## config.mk

```make
export PLATFORM = sky130hd
export DESIGN_NAME = csr_access_unit
export DESIGN_NICKNAME = d
export VERILOG_FILES = /design/src/rtl/csr_pkg.sv /design/src/rtl/csr_alu.sv /design/src/rtl/csr_access_unit.sv
export SDC_FILE = /design/constraint.sdc
export NUM_CORES = 1
export LEC_CHECK = 0
export ABC_CLOCK_PERIOD_IN_PS = 1700
export CAP_MARGIN = 20
export CORE_MARGIN = 3
export CORE_UTILIZATION = 23
export DETAILED_ROUTE_END_ITERATION = 16
export SLEW_MARGIN = 15
export SYNTH_ARGS = -nofsm -noshare
export SYNTH_HDL_FRONTEND = slang
export SYNTH_HIERARCHICAL = 1
export SYNTH_SLANG_ARGS = --single-unit
```

## constraint.sdc

```tcl
create_clock -name clk -period 1.7 [get_ports clk]
set_input_delay 0.17 -clock clk [delete_from_list [all_inputs] [get_ports clk]]
set_output_delay 0.17 -clock clk [all_outputs]
set_load 0.01 [all_outputs]
```

## src/rtl/csr_pkg.sv

```systemverilog
// Shared definitions for the CSR access unit: widths, Zicsr funct3 codes,
// FSM state encoding and small decode helpers.
package csr_pkg;

    localparam int XLEN   = 32;
    localparam int CSR_AW = 12;

    // Zicsr funct3 encodings; 000 and 100 are not CSR instructions.
    typedef enum logic [2:0] {
        CSR_ILL0 = 3'b000,
        CSR_RW   = 3'b001,
        CSR_RS   = 3'b010,
        CSR_RC   = 3'b011,
        CSR_ILL4 = 3'b100,
        CSR_RWI  = 3'b101,
        CSR_RSI  = 3'b110,
        CSR_RCI  = 3'b111
    } csr_funct3_e;

    // Operation kind shared by register and immediate forms (funct3[1:0]).
    localparam logic [1:0] OP_RW = 2'b01;
    localparam logic [1:0] OP_RS = 2'b10;
    localparam logic [1:0] OP_RC = 2'b11;

    typedef enum logic [2:0] {
        ST_IDLE  = 3'd0,
        ST_READ  = 3'd1,
        ST_WAIT  = 3'd2,
        ST_WRITE = 3'd3,
        ST_DONE  = 3'd4
    } csr_state_e;

    // Immediate forms take their operand from the rs1 field (zimm).
    function automatic logic is_imm(input logic [2:0] f3);
        return f3[2];
    endfunction

    // funct3 000 / 100 carry no CSR operation.
    function automatic logic is_illegal(input logic [2:0] f3);
        return (f3[1:0] == 2'b00);
    endfunction

endpackage

```

## src/rtl/csr_alu.sv

```systemverilog
// New-value computation for a CSR read-modify-write: write, set bits or
// clear bits, selected by the operation kind.
module csr_alu #(
    parameter int XLEN = 32
) (
    input  logic [1:0]      i_op,
    input  logic [XLEN-1:0] i_old,
    input  logic [XLEN-1:0] i_operand,
    output logic [XLEN-1:0] o_new
);
    import csr_pkg::*;

    // Select the value to be written back to the CSR.
    always_comb begin
        // NOTE: assigning a default first guarantees every path drives o_new,
        // so no latch is inferred for the unused operation code.
        o_new = '0;
        case (i_op)
            OP_RW:   o_new = i_operand;
            OP_RS:   o_new = i_old | i_operand;
            OP_RC:   o_new = i_old & ~i_operand;
            default: o_new = '0;
        endcase
    end

endmodule

```

## src/rtl/csr_access_unit.sv

```systemverilog
// Initiator side of the CSR port: runs one Zicsr instruction as a
// read / wait / write sequence against the CSR file and returns the old
// CSR value for rd with a one-cycle done pulse.
module csr_access_unit #(
    parameter int XLEN   = csr_pkg::XLEN,
    parameter int CSR_AW = csr_pkg::CSR_AW
) (
    input  logic              clk,
    input  logic              rst_n,
    input  logic              start,
    input  logic [2:0]        funct3,
    input  logic [CSR_AW-1:0] csr_addr,
    input  logic [4:0]        rs1_idx,
    input  logic [XLEN-1:0]   rs1_val,
    input  logic [4:0]        rd_idx,
    input  logic              kill,
    output logic              csr_en,
    output logic              csr_read_en,
    output logic              csr_write_en,
    output logic [CSR_AW-1:0] csr_rsd,
    output logic [XLEN-1:0]   csr_wdata,
    input  logic [XLEN-1:0]   csr_rdata,
    output logic              busy,
    output logic              done,
    output logic              illegal,
    output logic              rd_we,
    output logic [4:0]        rd_idx_q,
    output logic [XLEN-1:0]   rd_data
);
    import csr_pkg::*;

    csr_state_e        r_state;
    csr_state_e        w_next;

    logic [1:0]        r_op;
    logic [CSR_AW-1:0] r_addr;
    logic [4:0]        r_rd_idx;
    logic [XLEN-1:0]   r_operand;
    logic [XLEN-1:0]   r_old;
    logic              r_illegal;
    logic              r_do_write;

    logic              w_accept;
    logic              w_illegal;
    logic              w_is_rw;
    logic              w_skip_read;
    logic              w_skip_write;
    logic [XLEN-1:0]   w_operand;
    logic [XLEN-1:0]   w_new;

    // Decode of the incoming request; only meaningful when it is accepted.
    assign w_accept     = (r_state == ST_IDLE) && start && !kill;
    assign w_illegal    = is_illegal(funct3);
    assign w_is_rw      = (funct3[1:0] == OP_RW);
    assign w_skip_read  = w_is_rw && (rd_idx == 5'd0);
    assign w_skip_write = !w_is_rw && (rs1_idx == 5'd0);
    assign w_operand    = is_imm(funct3) ? {{(XLEN-5){1'b0}}, rs1_idx} : rs1_val;

    csr_alu #(
        .XLEN(XLEN)
    ) u_alu (
        .i_op     (r_op),
        .i_old    (r_old),
        .i_operand(r_operand),
        .o_new    (w_new)
    );

    // State register.
    always_ff @(posedge clk or negedge rst_n) begin
        if (!rst_n) begin
            r_state <= ST_IDLE;
        end else begin
            // NOTE: sequential state uses non-blocking assignments so every
            // register samples pre-edge values regardless of statement order.
            r_state <= w_next;
        end
    end

    // Next-state logic: sequence chosen at start, kill aborts to IDLE.
    always_comb begin
        w_next = r_state;
        case (r_state)
            ST_IDLE: begin
                if (w_accept) begin
                    if (w_illegal)        w_next = ST_DONE;
                    else if (w_skip_read) w_next = ST_WRITE;
                    else                  w_next = ST_READ;
                end
            end
            ST_READ:  w_next = ST_WAIT;
            ST_WAIT:  w_next = r_do_write ? ST_WRITE : ST_DONE;
            ST_WRITE: w_next = ST_DONE;
            ST_DONE:  w_next = ST_IDLE;
            default:  w_next = ST_IDLE;
        endcase
        if (kill && (r_state != ST_IDLE)) begin
            w_next = ST_IDLE;
        end
    end

    // Latch request fields at acceptance; capture the old CSR value in WAIT.
    always_ff @(posedge clk or negedge rst_n) begin
        if (!rst_n) begin
            // NOTE: these are plain registers, not a memory array, so all of
            // them are reset to give defined outputs straight out of reset.
            r_op       <= '0;
            r_addr     <= '0;
            r_rd_idx   <= '0;
            r_operand  <= '0;
            r_old      <= '0;
            r_illegal  <= 1'b0;
            r_do_write <= 1'b0;
        end else if (w_accept) begin
            r_op       <= funct3[1:0];
            r_addr     <= csr_addr;
            r_rd_idx   <= rd_idx;
            r_operand  <= w_operand;
            r_old      <= '0;
            r_illegal  <= w_illegal;
            r_do_write <= !w_skip_write;
        end else if (r_state == ST_WAIT) begin
            r_old      <= csr_rdata;
        end
    end

    // Moore outputs decoded from state and latched fields only.
    always_comb begin
        csr_en       = 1'b0;
        csr_read_en  = 1'b0;
        csr_write_en = 1'b0;
        csr_rsd      = '0;
        csr_wdata    = '0;
        done         = 1'b0;
        illegal      = 1'b0;
        rd_we        = 1'b0;
        rd_idx_q     = '0;
        rd_data      = '0;
        case (r_state)
            ST_READ: begin
                csr_en      = 1'b1;
                csr_read_en = 1'b1;
                csr_rsd     = r_addr;
            end
            ST_WRITE: begin
                csr_en       = 1'b1;
                csr_write_en = 1'b1;
                csr_rsd      = r_addr;
                csr_wdata    = w_new;
            end
            ST_DONE: begin
                done     = 1'b1;
                illegal  = r_illegal;
                rd_we    = (r_rd_idx != 5'd0) && !r_illegal;
                rd_idx_q = r_rd_idx;
                rd_data  = r_old;
            end
            default: ;
        endcase
    end

    assign busy = (r_state != ST_IDLE);

endmodule

```

==> results_dict.tcl, run 1 <==
set metrics [dict create \
    yosysMostFrequentCell "dfrtp_1" \
    fmax_ghz 0.533 \
    synth_xor_area_share_pct 0 \
    fp.dieArea_sq_mm 0.0251 \
    drive_gt1_share_pct 41.5 \
    die_h_microns 158 \
    port_buffers 180 \
    synth_edf_count 0 \
    drc 0 \
    worstPathMaxFanout 5 \
    cts_sinks 88 \
    ys_types 33 \
    p_comb_share_pct 45.2 \
    cts_tree "done" \
    top_usage_layer "met2" \
    hold_class "in -> async" \
    power_switching_mw 3.34 \
    syn_area_sq_mm 0.00534 \
    synthArstFlopShare_pct 100 \
    power.share.switching_pct 32.9 \
    fin_worst_hold_slack_ps 198 \
    grt_pass1_vias 4885 \
    power.total_mw 10.1 \
    synthAdderAreaFrac_pct 0 \
    synth_cells 528 \
    nets 846 \
    arrival_ps 1710 \
    vias_per_cell 4.55 \
    p_int_mw 6.79 \
    worst_pin_slew_ps 359 \
    start_util_pct 23.5 \
    endpoint_kind "output port" \
    first_pass_iters 4 \
    finalHoldViolCount 0 \
    synth_top_cells_by_count "dfrtp_1, and3_1, nand2_1, mux2_4" \
    synth_top_family_by_area "multiplexers" \
    slew_headroom_pct 76.0 \
    final_util_pct 39.2 \
    drt_iter0_drc 188 \
    p_leak_nw 4.14 \
    dp_hpwl_microns 12200 \
    yosysTopAreaCell "dfrtp_1" \
    grt-ovfl-total 0 \
    fin_worst_skew_ps 8.33 \
    cts_htree_levels 3 \
    synthFlopType "dfrtp_1" \
    syn-num-nets 621 \
    numCtsBuffers 9 \
    violations "negative setup slack" \
    status "finished with violations" \
    worst_slack_ps -177 \
    clockBufferDepth 2 \
    p_clk_share_pct 22.0 \
    finalWeightedCongestion 0.792 \
    syn_area_per_cell_sq_um 10.1 \
    antenna_left 0 \
    synth_area_leaders "dfrtp_1, mux2_4, and3_1" \
    io_pins 181 \
    grtUsageMet2_pct 24.0 \
    antenna_found_initial 2 \
    drv_cap 0 \
    diodes 0 \
    power.density_mw_per_mm2 1140 \
    die_x_microns 158 \
    core_sq_mm 0.0227 \
    grt_use_total_pct 15.4 \
    slew_violations 0 \
    use_met1_pct 21.4 \
    rsz0062_at_grt "true" \
    synth_compound_area_share_pct 8.92 \
    fin_setup_tns_ps -6820 \
    clkTransAtPathRegs_ps 60 \
    setup.worst_path.start "r_op[0]$_DFFE_PN0P_" \
    num_rows 55 \
    fillers 2229 \
    layout.cells.non_filler 1042 \
    wl_microns 20700 \
    timing.rr.start "r_state[0]$_DFFE_PN0P_" \
    muxShareOfSynthArea_pct 21.2 \
    wire_per_inst_microns 19.9 \
    insertion_delay_ps 350 \
    grt_max_degree 47 \
    worstSetupPathType "reg -> out" \
    critPathLaunchType "register" \
    root_buffer "clkbuf_16" \
    synthSimpleGateAreaFrac_pct 20.6 \
    ys_seq_elements 88 \
    ys_seq_area_share_pct 41.2 \
    period_minus_slack_ps 1880 \
    setup_violations 69 \
    vias 4744 \
    grt_pass1_wl_microns 29300 \
    finalCritPeriodShare_pct 110 \
    seqPwrFrac_pct 32.8 \
    yosysTopAreaCellShare_pct 41.2 \
    worst_ir_drop_vdd_mv 0.428 \
    ys_warn_count 6 \
    area_growth_pct 66.5 \
    met3_usage_pct 3.56 \
    required_ps 1530 \
    dp_cells 981 \
]
[cell usage in the layout (no fill, tap or decap), types with 3 or more instances in the layout]
cell type         n
mux2_4           45
buf_2            35
buf_6            64
nand2_1          56
buf_12           22
a21oi_1          29
and3_1           37
buf_4            26
and2_1            6
and3_4           35
nor2_1            3
dfrtp_1          85
mux2_2           12
clkdlybuf4s50_1  90
clkbuf_16        15
a21oi_2           4
mux2i_1          33
buf_8             6
nand2_2          11
dfrtp_2           3
a22o_1           32
nor2b_1          29
and2_4            8
buf_16            6
inv_1            32
clkbuf_2          4
[timing repair]
item | in CTS | in global routing
gates cloned | 9 | 7
endpoints found under the setup margin | 88 | 163
buffers inserted | 29 | 10
hold buffers | 1 | 0
pin swaps | 39 | 27
gates resized for setup | 406 | 113
hold endpoints to repair | 88 | 0
[critical path, cell delays in order (launching register included)]
cell     delay, ps
dfrtp_2        430
nor2b_4        160
buf_6          140
buf_16         140
a22o_1         190
and3_1         170
buf_2          130
[routing by layer]
layer	part of all wire [%]	up-vias
li1	-	2255
met1	46	2312
met2	46	144
met3	5.3	29
met4	1.9	4
met5	0.12	-
[cells by family (layout without fill, tap and decap cells)]
logic type | count (synthesis) | count (layout)
compound gates | 70 | 70
buf+inv | 80 | 309
flops | 88 | 88
mux | 90 | 90
simple gates | 200 | 200
[path summary, 6_finish.rpt]
kind | end | slack [ps] | depth (start not counted)
worst max-delay path | csr_wdata[23] | -180 | 6
worst min-delay path | r_old[27]$_DFFE_PN0P_ | 200 | 2
worst max register to register | r_operand[19]$_DFFE_PN0P_ | -10 | 6
worst min register to register | r_addr[7]$_DFFE_PN0P_ | 510 | 1
max in group asynchronous | r_old[5]$_DFFE_PN0P_ | 1000 | 3
min in group clk | r_operand[31]$_DFFE_PN0P_ | 320 | 3
[per-stage QoR]
stage,instance area (sq um),worst slack (ps)
final,8890,-177
after global routing,8890,-269
after CTS,8350,-198
after detailed placement,7610,-133
after global placement,7610,-132
after floorplan,5340,133
[layout make-up]
type | count | area (sq um) | share of cell area [%]
clock buffer | 12 | 256 | 2.88
inverter | 32 | 120 | 1.35
tap | 285 | 357 | 4.01
sequential | 88 | 2210 | 24.8
clock inverter | 3 | 65.1 | 0.732
timing repair buffer | 262 | 2890 | 32.5
multi-input combinational | 360 | 3000 | 33.8
[registers in the layout, indices dropped and copies added (netlist names)]
signal / cells
r_old: 32
r_operand: 32
r_addr: 12
r_rd_idx: 5
r_state: 3
r_op: 2
r_do_write: 1
r_illegal: 1
[power groups by stage]
stage               registers (mW)  clock network, mW  logic [mW]
floorplan                     3.13                  0        2.24
global placement              3.28                  0        3.36
detailed placement            3.29                  0        3.39
CTS                           3.27               2.31        4.32
global route                  3.41               2.38        4.92
finish                        3.32               2.23        4.58
Note: power is estimated with default switching activity, not from simulation.
==> run 2: changes to the inputs <==
--- a/config.mk
+++ b/config.mk
@@ -10,8 +10,8 @@
 export CORE_MARGIN = 3
 export CORE_UTILIZATION = 23
 export DETAILED_ROUTE_END_ITERATION = 16
-export SLEW_MARGIN = 15
 export SYNTH_ARGS = -nofsm -noshare
 export SYNTH_HDL_FRONTEND = slang
 export SYNTH_HIERARCHICAL = 1
 export SYNTH_SLANG_ARGS = --single-unit
+export TNS_END_PERCENT = 5
==> run 2 against run 1 <==
- the flow still finishes with violations (negative setup slack)
- clock-buffer cell count stayed put
- global-route usage is 0.69 points lower
- final cell count is 2.5% lower
- hold slack worse by 2.3 ps
- via count is 3.6% lower
- combinational power is 16% lower
- largest power group unchanged
- critical path depth stayed put
- setup slack worse by 1.9 ps
- first-iteration DRC count is 18% higher
- sequential power is 2% lower
- fmax hardly changed
==> results_dict.tcl, run 2 (synthesized netlist as in run 1, its figures left out) <==
set metrics [dict create \
    endpoint_kind "output port" \
    dp_hpwl_microns 12200 \
    cts_sinks 88 \
    crit_family "flip-flops" \
    diodes 0 \
    hold_class "in -> async" \
    grt-ovfl-total 0 \
    antenna_found_initial 2 \
    worst_ir_drop_vdd_mv 0.417 \
    wire_per_inst_microns 18.1 \
    num_rows 55 \
    grtUsageMet2_pct 22.4 \
    final_common_cell "clkdlybuf4s50_1" \
    cp_slowest_stage_delay_ps 420 \
    status "finished with violations" \
    port_buffers 180 \
    grt_use_total_pct 14.7 \
    fin_setup_tns_ps -4370 \
    dp_cells 981 \
    placed_cell_area_sq_mm 0.00761 \
    period_minus_slack_ps 1880 \
    rsz0062_at_grt "true" \
    final_area_sq_mm 0.00796 \
    worst_pin_slew_ps 366 \
    antenna_left 0 \
    clockBufferDepth 2 \
    met3_usage_pct 3.56 \
    finalHoldViolCount 0 \
    drt_iter0_drc 222 \
    vias_per_cell 4.50 \
    path_buf_inv 3 \
    layout_common_cells "clkdlybuf4s50_1, dfrtp_1, buf_2, and3_1, nand2_1" \
    cts_tree "done" \
    power.density_mw_per_mm2 1170 \
    clkTransAtPathRegs_ps 60 \
    worstSetupPathType "reg -> out" \
    slew_violations 0 \
    violations "negative setup slack" \
    vias 4575 \
    finalWeightedCongestion 0.792 \
    drc 0 \
    path_cells "nor2b_4, buf_6, buf_16, a22o_1, and3_1, buf_2" \
    fmax_ghz 0.532 \
    first_pass_iters 4 \
    top_usage_layer "met2" \
    dp_slack_ps -133 \
    die_x_microns 158 \
    worst_slack_ps -179 \
    area_growth_pct 48.9 \
    die_h_microns 158 \
    fp.dieArea_sq_mm 0.0251 \
    root_buffer "clkbuf_16" \
    numCtsBuffers 9 \
    grt_pass1_vias 4740 \
    p_leak_nw 3.91 \
    crit_slowest_cell "dfrtp_2" \
    fin_worst_skew_ps 11.0 \
    setup_violations 38 \
    nets 820 \
    reg.largest.list "r_old: 32 flops, r_operand: 32 flops, r_addr: 12 flops" \
    slew_headroom_pct 75.5 \
    grt_max_degree 47 \
    cts_htree_levels 3 \
    use_met1_pct 20.8 \
    critPathLaunchType "register" \
    drive_gt1_share_pct 31.5 \
    required_ps 1530 \
    worstPathMaxFanout 5 \
    wl_microns 18400 \
    core_sq_mm 0.0227 \
    start_util_pct 23.5 \
    arrival_ps 1710 \
    finalCritPeriodShare_pct 111 \
    io_pins 181 \
    insertion_delay_ps 350 \
    drv_cap 0 \
    layout.cells.non_filler 1016 \
    grt_pass1_wl_microns 28100 \
]
==> run 2: cell types whose count changed in the layout (fill, tap and decap cells not counted), sizes merged <==
cell           delta
clkdlybuf4s15     +2
clkbuf            -7
buf              -21
==> run 2: cell type report <==
class	instances	area, sq um
clock buffer	12	256
clock inverter	3	65.1
fill	2347	14800
inverter	32	120
multi-input combinational	360	2760
sequential	88	2210
tap	285	357
timing repair buffer	236	2200
==> run 2: what timing repair did <==
action / CTS / global route
cloned: 5 / 0
buffers inserted: 16 / 0
setup endpoints to repair: 88 / 77
endpoints found under the hold margin: 88 / 0
pin swaps: 23 / 10
hold buffers: 1 / 0
gates resized for setup: 352 / 37
==> run 2: report_power, final <==
group / internal, mW / switching [mW]
Clock: 1.36 / 0.873
Combinational: 2.19 / 1.64
Sequential: 2.74 / 0.526
Total: 6.29 / 3.04
==> run 2: stage by stage <==
stage                     total power, mW  hold WS (ps)  util (%)
final                                9.34           195      35.0
after global routing                 9.93           205      35.0
after CTS                            9.41           186      35.1
after detailed placement             6.68          4.63      33.5
after global placement               6.64          7.35      33.5
after floorplan                      5.37          -126         -
==> run 2: worst paths after layout <==
kind	startpoint	to	slack [ps]	cells after the start
max	r_op[0]$_DFFE_PN0P_	csr_wdata[5]	-180	6
min	rst_n	r_old[27]$_DFFE_PN0P_	200	2
max reg2reg	r_state[1]$_DFFE_PN0P_	r_operand[13]$_DFFE_PN0P_	60	5
min reg2reg	r_addr[8]$_DFFE_PN0P_	r_addr[8]$_DFFE_PN0P_	500	1
max in group asynchronous	rst_n	r_operand[8]$_DFFE_PN0P_	1010	3
min in group clk	funct3[2]	r_operand[31]$_DFFE_PN0P_	310	3
==> run 2: routing by layer <==
metal | share of wire, % | wire length (microns)
met1 | 48 | 8760
met4 | 1.6 | 292
met2 | 44 | 8070
met5 | 0.17 | 31
met3 | 6.6 | 1210
==> run 3: changes to the inputs <==
--- a/config.mk
+++ b/config.mk
@@ -5,7 +5,7 @@
 export SDC_FILE = /design/constraint.sdc
 export NUM_CORES = 1
 export LEC_CHECK = 0
-export ABC_CLOCK_PERIOD_IN_PS = 1700
+export ABC_CLOCK_PERIOD_IN_PS = 1550
 export CAP_MARGIN = 20
 export CORE_MARGIN = 3
 export CORE_UTILIZATION = 23
==> constraint.sdc (replaced) <==
create_clock -name clk -period 1.55 [get_ports clk]
set_input_delay 0.155 -clock clk [delete_from_list [all_inputs] [get_ports clk]]
set_output_delay 0.155 -clock clk [all_outputs]
set_load 0.01 [all_outputs]
==> run 3 against run 2 <==
- critical endpoint is now csr_wdata[16]
- hold slack improved by 150 ps
- clock power fell by 7%
- the run still ends with negative setup slack left
- routed wire length rose by 3.7%
- non-clock buffer count rose by 25
- combinational power rose by 26%
- register-to-register slack got worse by 260 ps
- global-route usage barely moved
- power rose by 12%
- die area did not move
- design area rose by 6.4%
- critical path depth did not move
- clock skew fell by 1.4 ps
- largest power group unchanged
==> results_dict.tcl, run 3 (synthesized netlist as in run 1, its figures left out) <==
set metrics [dict create \
    status "finished with violations" \
    violations "negative setup slack" \
    rsz0062_at_grt "true" \
    arrival_ps 1670 \
    numCtsBuffers 9 \
    dp_cells 1001 \
    num_rows 55 \
    die_h_microns 158 \
    timing.rr.start "r_state[0]$_DFFE_PN0P_" \
    period_minus_slack_ps 1830 \
    multi_input_area_sq_mm 0.00291 \
    root_buffer "clkbuf_16" \
    clockBufferDepth 2 \
    slew_violations 0 \
    path_cells "nor2b_4, buf_6, buf_12, a22o_1, and3_4, buf_6" \
    wl_microns 19000 \
    path_buf_inv 3 \
    slew_headroom_pct 66.0 \
    setup_violations 142 \
    regArea_sq_mm 0.00220 \
    vias_per_cell 4.48 \
    setup.worst_path.start "r_op[0]$_DFFE_PN0P_" \
    worst_ir_drop_vdd_mv 0.437 \
    final_area_sq_mm 0.00847 \
    io_pins 181 \
    antenna_left 0 \
    holdCritStartpoint "csr_rdata[16]" \
    crit_family "flip-flops" \
    power.density_mw_per_mm2 1240 \
    crit_path_end "csr_wdata[16]" \
    ff2ff_path_depth 6 \
    r2r_setup_slack_ps -200 \
    first_pass_iters 4 \
    drt_iter0_drc 135 \
    finalWeightedCongestion 0.749 \
    worstSetupPathType "reg -> out" \
    finalHoldViolCount 0 \
    critPathLaunchType "register" \
    cpMostUsedCell "buf_6" \
    vias 4663 \
    placed_cell_area_sq_mm 0.00777 \
    core_sq_mm 0.0227 \
    drv_cap 0 \
    layout_common_cells "clkdlybuf4s50_1, dfrtp_1, nand2_1, and3_1, buf_6" \
    fp.dieArea_sq_mm 0.0251 \
    diodes 0 \
    cp_slowest_stage_delay_ps 400 \
    p_leak_nw 4.06 \
    antenna_found_initial 2 \
    die_x_microns 158 \
    crit_slowest_cell "dfrtp_2" \
    grt_use_total_pct 14.8 \
    worst_slack_ps -276 \
    insertion_delay_ps 340 \
    dp_slack_ps -249 \
    power.total_mw 10.5 \
    layout.cells.non_filler 1042 \
    required_ps 1390 \
    cts_sinks 88 \
    worst_pin_slew_ps 510 \
    cts_htree_levels 3 \
    fin_worst_skew_ps 9.58 \
    clkTransAtPathRegs_ps 70 \
    nets 845 \
    endpoint_kind "output port" \
    grt-ovfl-total 0 \
    final_util_pct 37.3 \
    finalCritPeriodShare_pct 118 \
    final_common_cell "clkdlybuf4s50_1" \
    area_growth_pct 58.5 \
    dp_hpwl_microns 11800 \
    drc 0 \
    grt_max_degree 89 \
    grt_pass1_vias 4883 \
    hold_class "in -> reg" \
    fillers 2290 \
    worstPathMaxFanout 5 \
    cp.depth 6 \
    wire_per_inst_microns 18.3 \
    start_util_pct 23.5 \
    regToRegEndpoint "r_operand[13]$_DFFE_PN0P_" \
    grt_pass1_wl_microns 28200 \
    cts_tree "done" \
    port_buffers 180 \
    reg.largest.list "r_old: 32 flops, r_operand: 32 flops, r_addr: 12 flops" \
    drive_gt1_share_pct 38.6 \
    fmax_ghz 0.548 \
]
## run 3: changes by cell type in the layout (fill, tap and decap cells not counted), moves of 4 or more
cell     delta
a21oi_1     -4
mux2i_1     -5
mux2i_2     +4
and2_1      -8
and2_4      +8
and3_4     +14
buf_2      -17
and3_1     -14
buf_6      +35
buf_4      +12
a21oi_2     +4
## run 3: report_power, final
group	switching, mW	total [mW]	internal, mW
Combinational	2.01	4.85	2.84
Clock	0.954	2.08	1.13
Sequential	0.548	3.55	3.00
Total	3.51	10.5	6.97
## run 3: per-layer routing
metal / global-route usage (%) / up-vias / wire length (microns)
li1: - / 2260 / -
met1: 19.8 / 2253 / 8730
met2: 23.9 / 132 / 8940
met3: 3.56 / 16 / 1130
met4: 3.89 / 2 / 236
met5: 0 / - / 13
## run 3: worst min-delay path by stage
stage / to / slack [ps] / cells past startpoint
finish: r_old[16]$_DFFE_PN0P_ / 350 / 3
detailed placement: r_addr[0]$_DFFE_PN0P_ / 240 / 2
global placement: r_addr[0]$_DFFE_PN0P_ / 240 / 2
global route: r_old[17]$_DFFE_PN0P_ / 350 / 3
floorplan: r_addr[0]$_DFFE_PN0P_ / -140 / 0
CTS: r_old[5]$_DFFE_PN0P_ / 330 / 3
## run 3: repair_timing
action,4_1_cts,5_1_grt
hold buffers,1,0
resized for setup,378,90
cloned,6,3
pin swaps,36,20
buffers inserted,14,1
setup endpoints to repair,165,174
endpoints found under the hold margin,88,0
## run 3: layout make-up
type | instances | share of cell area, %
Clock inverter | 5 | 0.384
Multi-Input combinational cell | 360 | 34.4
Clock buffer | 11 | 2.87
Inverter | 32 | 1.42
Sequential cell | 88 | 26.0
Tap cell | 285 | 4.21
Timing Repair Buffer | 261 | 30.7
## run 3: tightest hold or removal path, cell delays in order
cell and delay (ps):
clkdlybuf4s50_1 400, nand2_1 60, a21oi_1 50
## run 3: through the flow
step | hold slack (ps) | TNS [ps]
after floorplan | -141 | 0
after CTS | 332 | -23270
after global placement | 243 | -15810
after global routing | 351 | -34630
final | 346 | -22840
after detailed placement | 245 | -17580
